--- src/rtl/controlador_entradas_pkg.sv ---
// Shared constants for the 16-input debounced operand front end.
// Holds the default debounce length, the operand width and the input count.
package controlador_entradas_pkg;

    localparam int DEBOUNCE_CYCLES_DEF = 4;
    localparam int OPERAND_W           = 8;
    localparam int N_INPUTS            = 16;

    function automatic int cnt_width(input int cycles);
        return (cycles < 1) ? 1 : $clog2(cycles + 1);
    endfunction

endpackage

--- src/rtl/controlador_entradas_antirrebote.sv ---
// One-bit debouncer: two-flop synchronizer, run-length counter and output flop.
// toggle_o is high in the cycle before the output flop flips.
module antirrebote
    import controlador_entradas_pkg::*;
#(
    parameter int DEBOUNCE_CYCLES = DEBOUNCE_CYCLES_DEF
) (
    input  logic clk,
    input  logic rst_n,
    input  logic din,
    output logic dout,
    output logic toggle_o
);

    localparam int CW = cnt_width(DEBOUNCE_CYCLES);

    logic          sync1_q, sync1_d;
    logic          sync2_q, sync2_d;
    logic          out_q, out_d;
    logic [CW-1:0] cnt_q, cnt_d;
    logic          toggle;

    always_comb begin
        sync1_d = din;
        sync2_d = sync1_q;
        out_d   = out_q;
        cnt_d   = '0;
        toggle  = 1'b0;
        // Counter only ever reaches DEBOUNCE_CYCLES-1, so it cannot wrap.
        if (sync2_q != out_q) begin
            if (cnt_q == CW'(DEBOUNCE_CYCLES - 1)) begin
                toggle = 1'b1;
                out_d  = ~out_q;
            end else begin
                cnt_d = cnt_q + CW'(1);
            end
        end
    end

    always_ff @(posedge clk or negedge rst_n) begin
        if (!rst_n) begin
            sync1_q <= 1'b0;
            sync2_q <= 1'b0;
            out_q   <= 1'b0;
            cnt_q   <= '0;
        end else begin
            sync1_q <= sync1_d;
            sync2_q <= sync2_d;
            out_q   <= out_d;
            cnt_q   <= cnt_d;
        end
    end

    assign dout     = out_q;
    assign toggle_o = toggle;

endmodule

--- src/rtl/controlador_entradas.sv ---
// Debounces sixteen raw switch levels into two 8-bit operands A and B,
// with a single-cycle cambio pulse whenever either operand updates.
module controlador_entradas
    import controlador_entradas_pkg::*;
#(
    parameter int DEBOUNCE_CYCLES = DEBOUNCE_CYCLES_DEF
) (
    input  logic       clk,
    input  logic       rst_n,
    input  logic       i0,
    input  logic       i1,
    input  logic       i2,
    input  logic       i3,
    input  logic       i4,
    input  logic       i5,
    input  logic       i6,
    input  logic       i7,
    input  logic       i8,
    input  logic       i9,
    input  logic       i10,
    input  logic       i11,
    input  logic       i12,
    input  logic       i13,
    input  logic       i14,
    input  logic       i15,
    output logic [7:0] A,
    output logic [7:0] B,
    output logic       cambio
);

    logic [N_INPUTS-1:0] raw;
    logic [N_INPUTS-1:0] deb;
    logic [N_INPUTS-1:0] toggle;
    logic                cambio_q, cambio_d;

    assign raw = {i15, i14, i13, i12, i11, i10, i9, i8,
                  i7,  i6,  i5,  i4,  i3,  i2,  i1, i0};

    for (genvar k = 0; k < N_INPUTS; k++) begin : g_bit
        antirrebote #(
            .DEBOUNCE_CYCLES(DEBOUNCE_CYCLES)
        ) u_antirrebote (
            .clk     (clk),
            .rst_n   (rst_n),
            .din     (raw[k]),
            .dout    (deb[k]),
            .toggle_o(toggle[k])
        );
    end

    // Registered so the pulse lines up with the cycle the new operand appears.
    always_comb begin
        cambio_d = |toggle;
    end

    always_ff @(posedge clk or negedge rst_n) begin
        if (!rst_n) begin
            cambio_q <= 1'b0;
        end else begin
            cambio_q <= cambio_d;
        end
    end

    assign A      = deb[OPERAND_W-1:0];
    assign B      = deb[2*OPERAND_W-1:OPERAND_W];
    assign cambio = cambio_q;

endmodule

--- config.mk ---
export PLATFORM = sky130hd
export DESIGN_NAME = controlador_entradas
export DESIGN_NICKNAME = d
export VERILOG_FILES = /design/src/rtl/controlador_entradas_pkg.sv /design/src/rtl/controlador_entradas_antirrebote.sv /design/src/rtl/controlador_entradas.sv
export SDC_FILE = /design/constraint.sdc
export NUM_CORES = 1
export LEC_CHECK = 0
export CORE_MARGIN = 2
export CORE_UTILIZATION = 56
export DETAILED_ROUTE_END_ITERATION = 12
export PLACE_DENSITY = 0.78
export SKIP_CTS_REPAIR_TIMING = 1
export SYNTH_ARGS = -nofsm -noshare
export SYNTH_HDL_FRONTEND = slang
export SYNTH_SLANG_ARGS = --single-unit
--- constraint.sdc ---
create_clock -name clk -period 1.9 [get_ports clk]
set_input_delay 0.38 -clock clk [delete_from_list [all_inputs] [get_ports clk]]
set_output_delay 0.38 -clock clk [all_outputs]
set_load 0.1 [all_outputs]
**Word-level counts from Yosys, hierarchy flattened**

Cells that the tools add are included.

- Register bits after elaboration: 97
- Input bits: 18
- Output and inout port bits: 17

- Add/subtract/negate cells: 16
- Equality and inequality tests: 32
- Multiplexer cells: 64
- Bitwise gates (word level): 16
- Reductions and logical operators: 17

Operators by type and width:

| cell | number |
|---|---|
| two-way mux 3 bit | 32 |
| adder 3 x 1 -> 3 bit, second input constant | 16 |
| equality test 3 x 2 -> 1 bit, second input constant | 16 |
| two-way mux 1 bit | 32 |
| AND reduction 2 bit | 16 |
| inequality test 1 bit | 16 |
| NOT 1 bit | 16 |
| OR reduction 16 bit | 1 |

**Longest topological paths before layout**

Gate-level depths: netlist of run 1.

- Depth after elaboration: 4
- Mapped depth: 5
- Mapped depth without buffers: 5

**By module**

A second synthesis of run 1 with hierarchy kept.

- Cells, all modules: 230
- Area total of the unflattened synthesis: 3759.9 um2

Modules (own cells, without submodules):

| module | times used | cells each | area an instance (um2) |
|---|---|---|---|
| antirrebote | 16 | 14 | 231.5 |
| controlador_entradas | 1 | 6 | 56.3 |

**Least setup slack after synthesis of run 1**

No wires, ideal clock.

- Path type: register -> register
- Start point: register g_bit[5].u_antirrebote.cnt_q[0]
- End point: register cambio_q (netlist: cambio)
- Arrival: 1.188 ns
- Data required time: 1.760 ns
- Slack: 0.572 ns
- Cell stages (with the launch flop): 6
- Period minus slack after synthesis: 1.328 ns
- Cells stage by stage: dfrtp_1 > ha_1 > nor2b_1 > nor2b_1 > nor4_1 > nand4_1

- Longest elaborated chain between the ends: 4

RTL lines:

| what | RTL line | RTL |
|---|---|---|
| from (decl) | controlador_entradas_antirrebote.sv:20 | `logic [CW-1:0] cnt_q, cnt_d;` |
| from (signal assigned) | controlador_entradas_antirrebote.sv:50 | `cnt_q <= cnt_d;` |
| equality test 3 x 2 -> 1 bit | controlador_entradas_antirrebote.sv:31 | `if (cnt_q == CW'(DEBOUNCE_CYCLES - 1)) begin` |
| two-way mux 1 bit | controlador_entradas_antirrebote.sv:31 |  |
| two-way mux 1 bit | controlador_entradas_antirrebote.sv:30 | `if (sync2_q != out_q) begin` |
| OR reduction 16 bit | controlador_entradas.sv:53 | `cambio_d = \|toggle;` |
| via cambio_d | controlador_entradas.sv:34 | `logic cambio_q, cambio_d;` |
| to (signal assigned) | controlador_entradas.sv:60 | `cambio_q <= cambio_d;` |
| to (decl) | controlador_entradas.sv:34 |  |

The timed path passes the listed nets, and every way through them passes these cells.
A chain may end at the register's enable or synchronous reset.

**Final worst setup path of run 1**

- Start point: register g_bit[1].u_antirrebote.cnt_q[0]
- End point: register cambio_q (netlist: cambio)

- Longest elaborated chain between the ends: 4

RTL lines:

| what | RTL line |
|---|---|
| from (decl) | controlador_entradas_antirrebote.sv:20 |
| from (signal assigned) | controlador_entradas_antirrebote.sv:50 |
| equality test 3 x 2 -> 1 bit | controlador_entradas_antirrebote.sv:31 |
| two-way mux 1 bit | controlador_entradas_antirrebote.sv:31 |
| two-way mux 1 bit | controlador_entradas_antirrebote.sv:30 |
| OR reduction 16 bit | controlador_entradas.sv:53 |
| via cambio_d | controlador_entradas.sv:34 |

The timed path passes the listed nets, and every way through them passes these cells.

==> PnR_summary.wiki, run 1 <==
{| class="wikitable"
! Metric !! Value
|-
| Status || finished clean
|-
| Worst Setup Start Kind || register
|-
| Number of DRC violations after detailed-routing iteration 0 || 65
|-
| Kind of critical path || reg2reg
|-
| Number of warnings reported in the yosys synthesis log || 0
|-
| Max stage delay cell, worst path || sky130_fd_sc_hd__nor4_1
|-
| Clock root buffer || sky130_fd_sc_hd__clkbuf_8
|-
| Residual DRC || 0
|-
| Setup Slack @ Placement || 160 ps
|-
| Number of cells on the worst reg-to-reg path || 5
|-
| Synth cell types || 14
|-
| Wire length of the first global-routing pass || 8.98 mm
|-
| VDD IR max || 1400 µV
|-
| Maximum achievable frequency || 0.586 GHz
|-
| Endpoint of the most critical register-to-register path || cambio$_DFF_PN0_
|-
| Cell occurring most often along the worst timing path || sky130_fd_sc_hd__nor2b_1
|-
| Vias in the first global route || 1928
|-
| Final net count || 313
|-
| Setup repair after global routing missed its margin || false
|-
| Full die area || 0.00729 mm²
|-
| Final count of pins violating max slew || 0
|-
| Setup skew after layout || 8.17 ps
|-
| Die X || 85.4 µm
|-
| Number of rows created at floorplan || 29
|-
| Post-synthesis sequential element count || 97
|-
| Buffers from clock root to sink, at most || 2
|-
| Number of standard cells in the final layout excluding fillers || 361
|-
| Largest net degree at the start of global routing || 33
|-
| Cell family with the largest share of critical-path delay || simple AND/OR/NAND/NOR gates
|-
| Initial Utilization || 58.1%
|-
| Area Growth Syn to Fin || 18.9%
|-
| Slowest cell delay on critical path || 510 ps
|-
| GRT Overall Usage || 16.4%
|-
| Mean number of vias per cell || 5.06
|-
| Worst Max-Slew Pin Slew || 529 ps
|-
| Gpl congestion || 0.715
|-
| Lkg Pwr || 2.04 nW
|-
| Routed vias || 1827
|-
| Count of input and output buffers || 34
|-
| Die Ht || 85.4 µm
|-
| Largest fanout on the critical path || 4
|-
| Area inside the core boundary || 0.00639 mm²
|-
| Fill cell instance count of the final layout || 445
|-
| Final-report setup violation count || 0
|-
| Syn Std Cell Area || 0.00371 mm²
|-
| Average instance area after synthesis || 15.1 µm²
|-
| Cells after synthesis || 246
|-
| Total CTS buffers || 9
|-
| Post-placement cell count || 344
|-
| Clock-pin transition on the worst setup and hold timing paths || 90 ps
|-
| First drt pass iteration count || 4
|-
| Sequential-to-total area share from yosys stat || 65.5%
|-
| Buffer and inverter count on the worst path || 0
|-
| Final Hold Violating Endpoints || 0
|-
| Net count after synthesis || 280
|-
| Detailed Place HPWL || 3.74 mm
|-
| P per Cell Area || 1720 mW/mm²
|-
| Total clock sinks || 97
|-
| Chain of cells forming the critical path || ha_1 -> nor2b_1 -> nor2b_1 -> nor4_1 -> nand4_1
|-
| CTS H-tree lvls || 3
|-
| Count of max-cap constraint violations || 0
|-
| Clock tree from TritonCTS || built
|-
| Reg-to-reg startpoint || g_bit[1].u_antirrebote.cnt_q[0]$_DFF_PN0_
|-
| Number of antenna violations at the first check in global routing || 0
|-
| Final Critical Period || 1710 ps
|-
| Worst Hold Slack || 353 ps
|-
| Crit. End Element || register
|-
| Worst-case headroom to the max-slew limit || 64.4%
|-
| Residual overflow from global routing || 0
|-
| Smallest setup slack after layout || 193 ps
|-
| Data arrival time of the worst path || 1910 ps
|-
| Final routed wire length divided by cell count || 14.2 µm
|-
| Period Utilization, post-route || 89.8%
|-
| First element of the critical path || g_bit[1].u_antirrebote.cnt_q[0]$_DFF_PN0_
|-
| Final antenna diode count || 0
|-
| Io pins || 35
|-
| Share of post-route cells with drive strength above 1 || 18.0%
|-
| Dpl cell area || 0.00422 mm²
|-
| Clock latency on the worst-skew pair || 350 ps
|-
| Drt total wl || 5.14 mm
|-
| Register-to-Register Setup Slack || 190 ps
|-
| Cell area after layout || 0.00441 mm²
|-
| Path class of the lowest-slack min-delay path || reg2reg
|-
| Setup Total Neg Slack || 0 ps
|-
| Logic depth of the worst path, buffers included || 5
|-
| Critical path destination || cambio$_DFF_PN0_
|-
| Remaining number of nets flagged by the antenna check after routing || 0
|-
| Req. time, crit path || 2100 ps
|}
## registers in the layout, summed over array words and instances (netlist names)
name,count
cambio,1
g_bit.u_antirrebote.dout,16
g_bit.u_antirrebote.cnt_q,48
g_bit.u_antirrebote.sync2_q,16
g_bit.u_antirrebote.sync1_q,16
## kinds of logic after synthesis
group	share of synthesized area (%)
adders and majority gates	5.40
xor gates and xnor gates	6.21
DFF	65.5
and+or+nand+nor	14.8
buffers and inverters	3.24
muxes	4.86
## report_power, final
| part | internal (mW) | switching [mW] | total, mW |
|---|---|---|---|
| clock network | 0.554 | 0.666 | 1.22 |
| logic | 1.35 | 2.01 | 3.37 |
| registers | 2.55 | 0.449 | 3.00 |
## layer usage
layer | routed length [µm] | vias up | part of all wire, % | track usage [%]
li1 | - | 888 | - | -
met1 | 2350 | 900 | 46 | 22.5
met2 | 2500 | 31 | 49 | 24.3
met3 | 171 | 8 | 3.3 | 3.79
met4 | 115 | 0 | 2.2 | 9.24
met5 | 0 | - | 0 | 0
## stage by stage
stage,power [mW],utilization (%)
6_report,7.59,69.0
5_1_grt,7.98,69.0
4_1_cts,7.68,68.9
3_5_place_dp,6.45,66.0
3_3_place_gp,6.32,66.0
2_1_floorplan,5.49,-
## worst min-delay path by stage
| stage | from | endpoint | depth (start not counted) |
|---|---|---|---|
| global route | g_bit[12].u_antirrebote.sync1_q$_DFF_PN0_ | g_bit[12].u_antirrebote.sync2_q$_DFF_PN0_ | 0 |
| finish | g_bit[12].u_antirrebote.sync1_q$_DFF_PN0_ | g_bit[12].u_antirrebote.sync2_q$_DFF_PN0_ | 0 |
| global placement | g_bit[8].u_antirrebote.sync1_q$_DFF_PN0_ | g_bit[8].u_antirrebote.sync2_q$_DFF_PN0_ | 0 |
| CTS | rst_n | g_bit[5].u_antirrebote.sync1_q$_DFF_PN0_ | 1 |
| floorplan | rst_n | cambio$_DFF_PN0_ | 0 |
| detailed placement | g_bit[0].u_antirrebote.sync1_q$_DFF_PN0_ | g_bit[0].u_antirrebote.sync2_q$_DFF_PN0_ | 0 |
## synth_stat cells
master | n | area (µm²)
sky130_fd_sc_hd__and2b_1 | 1 | 7.51
sky130_fd_sc_hd__and2b_4 | 1 | 10.0
sky130_fd_sc_hd__buf_4 | 16 | 120
sky130_fd_sc_hd__dfrtp_1 | 97 | 2430
sky130_fd_sc_hd__ha_1 | 16 | 200
sky130_fd_sc_hd__mux2_1 | 13 | 146
sky130_fd_sc_hd__mux2_2 | 3 | 33.8
sky130_fd_sc_hd__nand4_1 | 1 | 6.26
sky130_fd_sc_hd__nor2b_1 | 35 | 219
sky130_fd_sc_hd__nor3_1 | 16 | 80.1
sky130_fd_sc_hd__nor3b_1 | 27 | 203
sky130_fd_sc_hd__nor4_1 | 4 | 25.0
sky130_fd_sc_hd__xnor2_1 | 4 | 35.0
sky130_fd_sc_hd__xnor2_2 | 12 | 195
## cell type report
cell class | count | area (µm²) | area share (%)
Sequential cell | 97 | 2430 | 55.1
Clock buffer | 13 | 159 | 3.60
Clock inverter | 3 | 25.0 | 0.568
Tap cell | 77 | 96.3 | 2.19
Timing Repair Buffer | 38 | 541 | 12.3
Multi-Input combinational cell | 133 | 1160 | 26.3
## cells in the final DEF, fill, tap and decap left out, drive strengths merged
cell type,count
nand4,1
dlygate4sd3,1
dfrtp,97
clkinvlp,1
nor3b,27
mux2,16
ha,16
and2b,2
xnor2,16
clkbuf,13
nor2b,35
nor4,4
buf,21
nor3,16
clkinv,2
clkdlybuf4s50,16
Note: power is estimated with default switching activity, not from simulation.
==> run 2, diff against run 1 <==
--- a/config.mk
+++ b/config.mk
@@ -5,11 +5,12 @@
 export SDC_FILE = /design/constraint.sdc
 export NUM_CORES = 1
 export LEC_CHECK = 0
-export CORE_MARGIN = 2
-export CORE_UTILIZATION = 56
+export ABC_AREA = 1
+export CORE_UTILIZATION = 57
 export DETAILED_ROUTE_END_ITERATION = 12
-export PLACE_DENSITY = 0.78
+export PLACE_DENSITY = 0.79
 export SKIP_CTS_REPAIR_TIMING = 1
 export SYNTH_ARGS = -nofsm -noshare
 export SYNTH_HDL_FRONTEND = slang
+export SYNTH_HIERARCHICAL = 1
 export SYNTH_SLANG_ARGS = --single-unit
==> PnR_summary.wiki, run 2 <==
{| class="wikitable"
! Metric !! Value
|-
| Count of input and output buffers || 34
|-
| Worst-case headroom to the max-slew limit || 71.0%
|-
| Clock latency on the worst-skew pair || 360 ps
|-
| Largest fanout on the critical path || 4
|-
| Gpl congestion || 0.752
|-
| Worst Hold Slack || 354 ps
|-
| Cells after synthesis || 432
|-
| Cell family with the largest share of critical-path delay || flip-flops
|-
| Residual overflow from global routing || 0
|-
| Max stage delay cell, worst path || sky130_fd_sc_hd__dfrtp_1
|-
| Maximum achievable frequency || 0.710 GHz
|-
| Vias in the first global route || 2614
|-
| Number of cells on the worst reg-to-reg path || 7
|-
| VDD IR max || 1300 µV
|-
| Net count after synthesis || 466
|-
| Largest Register || g_bit.u_antirrebote/cnt_q
|-
| GRT Overall Usage || 19.1%
|-
| Routed length on met2 || 3.02 mm
|-
| Final Hold Violating Endpoints || 0
|-
| Drt total wl || 5.91 mm
|-
| Die Ht || 85.4 µm
|-
| Max layer used || met4
|-
| Final total power || 7.75 mW
|-
| Clock root buffer || sky130_fd_sc_hd__clkbuf_8
|-
| CTS H-tree lvls || 3
|-
| Mean number of vias per cell || 4.67
|-
| Post-synthesis async set-or-reset flop share || 100%
|-
| Routed vias || 2644
|-
| Status || finished clean
|-
| Slowest cell delay on critical path || 470 ps
|-
| Top-count cell post-synth || sky130_fd_sc_hd__nand2_1
|-
| Final Critical Period || 1410 ps
|-
| Buffers from clock root to sink, at most || 2
|-
| Io pins || 35
|-
| Area share of the largest cell type after synthesis || 61.2%
|-
| Area inside the core boundary || 0.00676 mm²
|-
| Number of DRC violations after detailed-routing iteration 0 || 60
|-
| Most frequently used flop master after synthesis || sky130_fd_sc_hd__dfrtp_1
|-
| Sequential-to-total area share from yosys stat || 61.2%
|-
| Final antenna diode count || 0
|-
| Average instance area after synthesis || 9.18 µm²
|-
| Largest net degree at the start of global routing || 45
|-
| Number of cells on the worst hold path || 0
|-
| P per Cell Area || 1610 mW/mm²
|-
| Flip-flop count of the largest register after layout || 48
|-
| Number of rows created at floorplan || 30
|-
| Cell area after layout || 0.00483 mm²
|-
| Lkg Pwr || 2.52 nW
|-
| Remaining number of nets flagged by the antenna check after routing || 0
|-
| Post-synthesis sequential element count || 97
|-
| Clock-pin transition on the worst setup and hold timing paths || 90 ps
|-
| Met1 wire length || 2.61 mm
|-
| Commonest non-fill, non-tap cell in the layout || sky130_fd_sc_hd__nand2_1
|-
| Total CTS buffers || 9
|-
| Req. time, crit path || 1520 ps
|-
| Kind of critical path || reg2out
|-
| Clock tree from TritonCTS || built
|-
| Worst Max-Slew Pin Slew || 435 ps
|-
| Area leader, netlist || sky130_fd_sc_hd__dfrtp_1
|-
| Worst Setup Start Kind || register
|-
| Detailed Place HPWL || 4.34 mm
|-
| Synth cell types || 7
|-
| Final routed wire length divided by cell count || 10.4 µm
|-
| Buffer and inverter count on the worst path || 1
|-
| Number of antenna violations at the first check in global routing || 0
|-
| Setup skew after layout || 15.9 ps
|-
| Die X || 85.4 µm
|-
| Syn Std Cell Area || 0.00397 mm²
|-
| Share of post-route cells with drive strength above 1 || 17.5%
|-
| Chain of cells forming the critical path || buf_12
|-
| Initial Utilization || 58.7%
|-
| Data arrival time of the worst path || 1030 ps
|-
| Dpl cell area || 0.00460 mm²
|-
| Crit. End Element || output port
|-
| Logic depth of the worst path, buffers included || 1
|-
| Full die area || 0.00729 mm²
|-
| Most frequent cells in the layout || 101 x sky130_fd_sc_hd__nand2_1, 97 x sky130_fd_sc_hd__dfrtp_1, 80 x sky130_fd_sc_hd__inv_1, 74 x sky130_fd_sc_hd__nor2_1, 48 x sky130_fd_sc_hd__nand2_2
|-
| Setup Total Neg Slack || 0 ps
|-
| Count of max-cap constraint violations || 0
|-
| Total clock sinks || 97
|-
| Final net count || 515
|-
| Residual DRC || 0
|-
| Final-report setup violation count || 0
|-
| Number of enable-type register cells in the synthesized netlist || 0
|-
| Period Utilization, post-route || 74.1%
|-
| Area Growth Syn to Fin || 21.8%
|-
| Path class of the lowest-slack min-delay path || reg2reg
|-
| Detailed route wirelength on metal3 || 201 µm
|-
| Top post-synthesis cells by area || sky130_fd_sc_hd__dfrtp_1 61%, sky130_fd_sc_hd__nand2_1 9.6%, sky130_fd_sc_hd__inv_1 7.6%, sky130_fd_sc_hd__nand2_2 7.6%, sky130_fd_sc_hd__nor2_1 7.0%
|-
| First drt pass iteration count || 4
|-
| Number of warnings reported in the yosys synthesis log || 6
|-
| Final count of pins violating max slew || 0
|-
| Synth cell count leaders || 101 x sky130_fd_sc_hd__nand2_1, 97 x sky130_fd_sc_hd__dfrtp_1, 80 x sky130_fd_sc_hd__inv_1
|-
| Setup repair after global routing missed its margin || false
|-
| Wire length of the first global-routing pass || 10.8 mm
|}
[run 2: changes by cell type in the layout (fill, tap and decap cells not counted), moves of 4 or more]
cell                      delta
sky130_fd_sc_hd__nor2_1     +74
sky130_fd_sc_hd__nor3_1     -16
sky130_fd_sc_hd__nor2b_1    -35
sky130_fd_sc_hd__xnor2_2    -12
sky130_fd_sc_hd__xnor2_1     -4
sky130_fd_sc_hd__nand2_1   +101
sky130_fd_sc_hd__nand3_1    +16
sky130_fd_sc_hd__nand2_2    +48
sky130_fd_sc_hd__nor3b_1    -27
sky130_fd_sc_hd__nor4_1      -4
sky130_fd_sc_hd__inv_1      +80
sky130_fd_sc_hd__mux2_1     -13
[run 2: power breakdown]
| group | switching (mW) | total [mW] | internal [mW] |
|---|---|---|---|
| Clock | 0.678 | 1.46 | 0.782 |
| Combinational | 2.17 | 3.37 | 1.20 |
| Sequential | 0.384 | 2.93 | 2.54 |
[run 2: path summary, 6_finish.rpt]
path | slack [ps] | end | from
min | 350 | g_bit[2].u_antirrebote/sync2_q$_DFF_PN0_ | g_bit[2].u_antirrebote/sync1_q$_DFF_PN0_
max in group asynchronous | 820 | g_bit[10].u_antirrebote/sync1_q$_DFF_PN0_ | rst_n
min reg2reg | 350 | g_bit[2].u_antirrebote/sync2_q$_DFF_PN0_ | g_bit[2].u_antirrebote/sync1_q$_DFF_PN0_
max reg2reg | 580 | cambio$_DFF_PN0_ | g_bit[12].u_antirrebote/cnt_q[0]$_DFF_PN0_
max | 490 | A[3] | g_bit[3].u_antirrebote/dout$_DFFE_PN0P_
min in group asynchronous | 500 | g_bit[0].u_antirrebote/cnt_q[0]$_DFF_PN0_ | rst_n
[run 2: per-stage QoR]
step           instances  util [%]  worst slack [ps]
3_3_place_gp         549      68.0               622
4_1_cts              565      71.4               466
5_1_grt              566      71.5               431
6_report             566      71.5               491
3_5_place_dp         549      68.0               608
2_1_floorplan        432         -               273
[run 2: logic make-up after synthesis]
kind of cell  count (synthesis)  share of synthesized area (%)
buf+inv                      80                           7.57
flops                        97                           61.2
simple gates                239                           26.2
fa+ha+maj                    16                           5.05
[run 2: cell type report]
class	instances	area, µm²
Clock inverter	6	87.6
Tap cell	80	100
Sequential cell	97	2430
Multi-Input combinational cell	255	1240
Inverter	80	300
Timing Repair Buffer	38	541
Fill cell	489	1930
Clock buffer	10	138
[run 2: metal layers]
metal | global-route usage, % | up-vias
met2 | 33.7 | 35
met3 | 6.23 | 8
li1 | - | 1357
met1 | 22.0 | 1244
met4 | 6.06 | 0
met5 | 0 | -
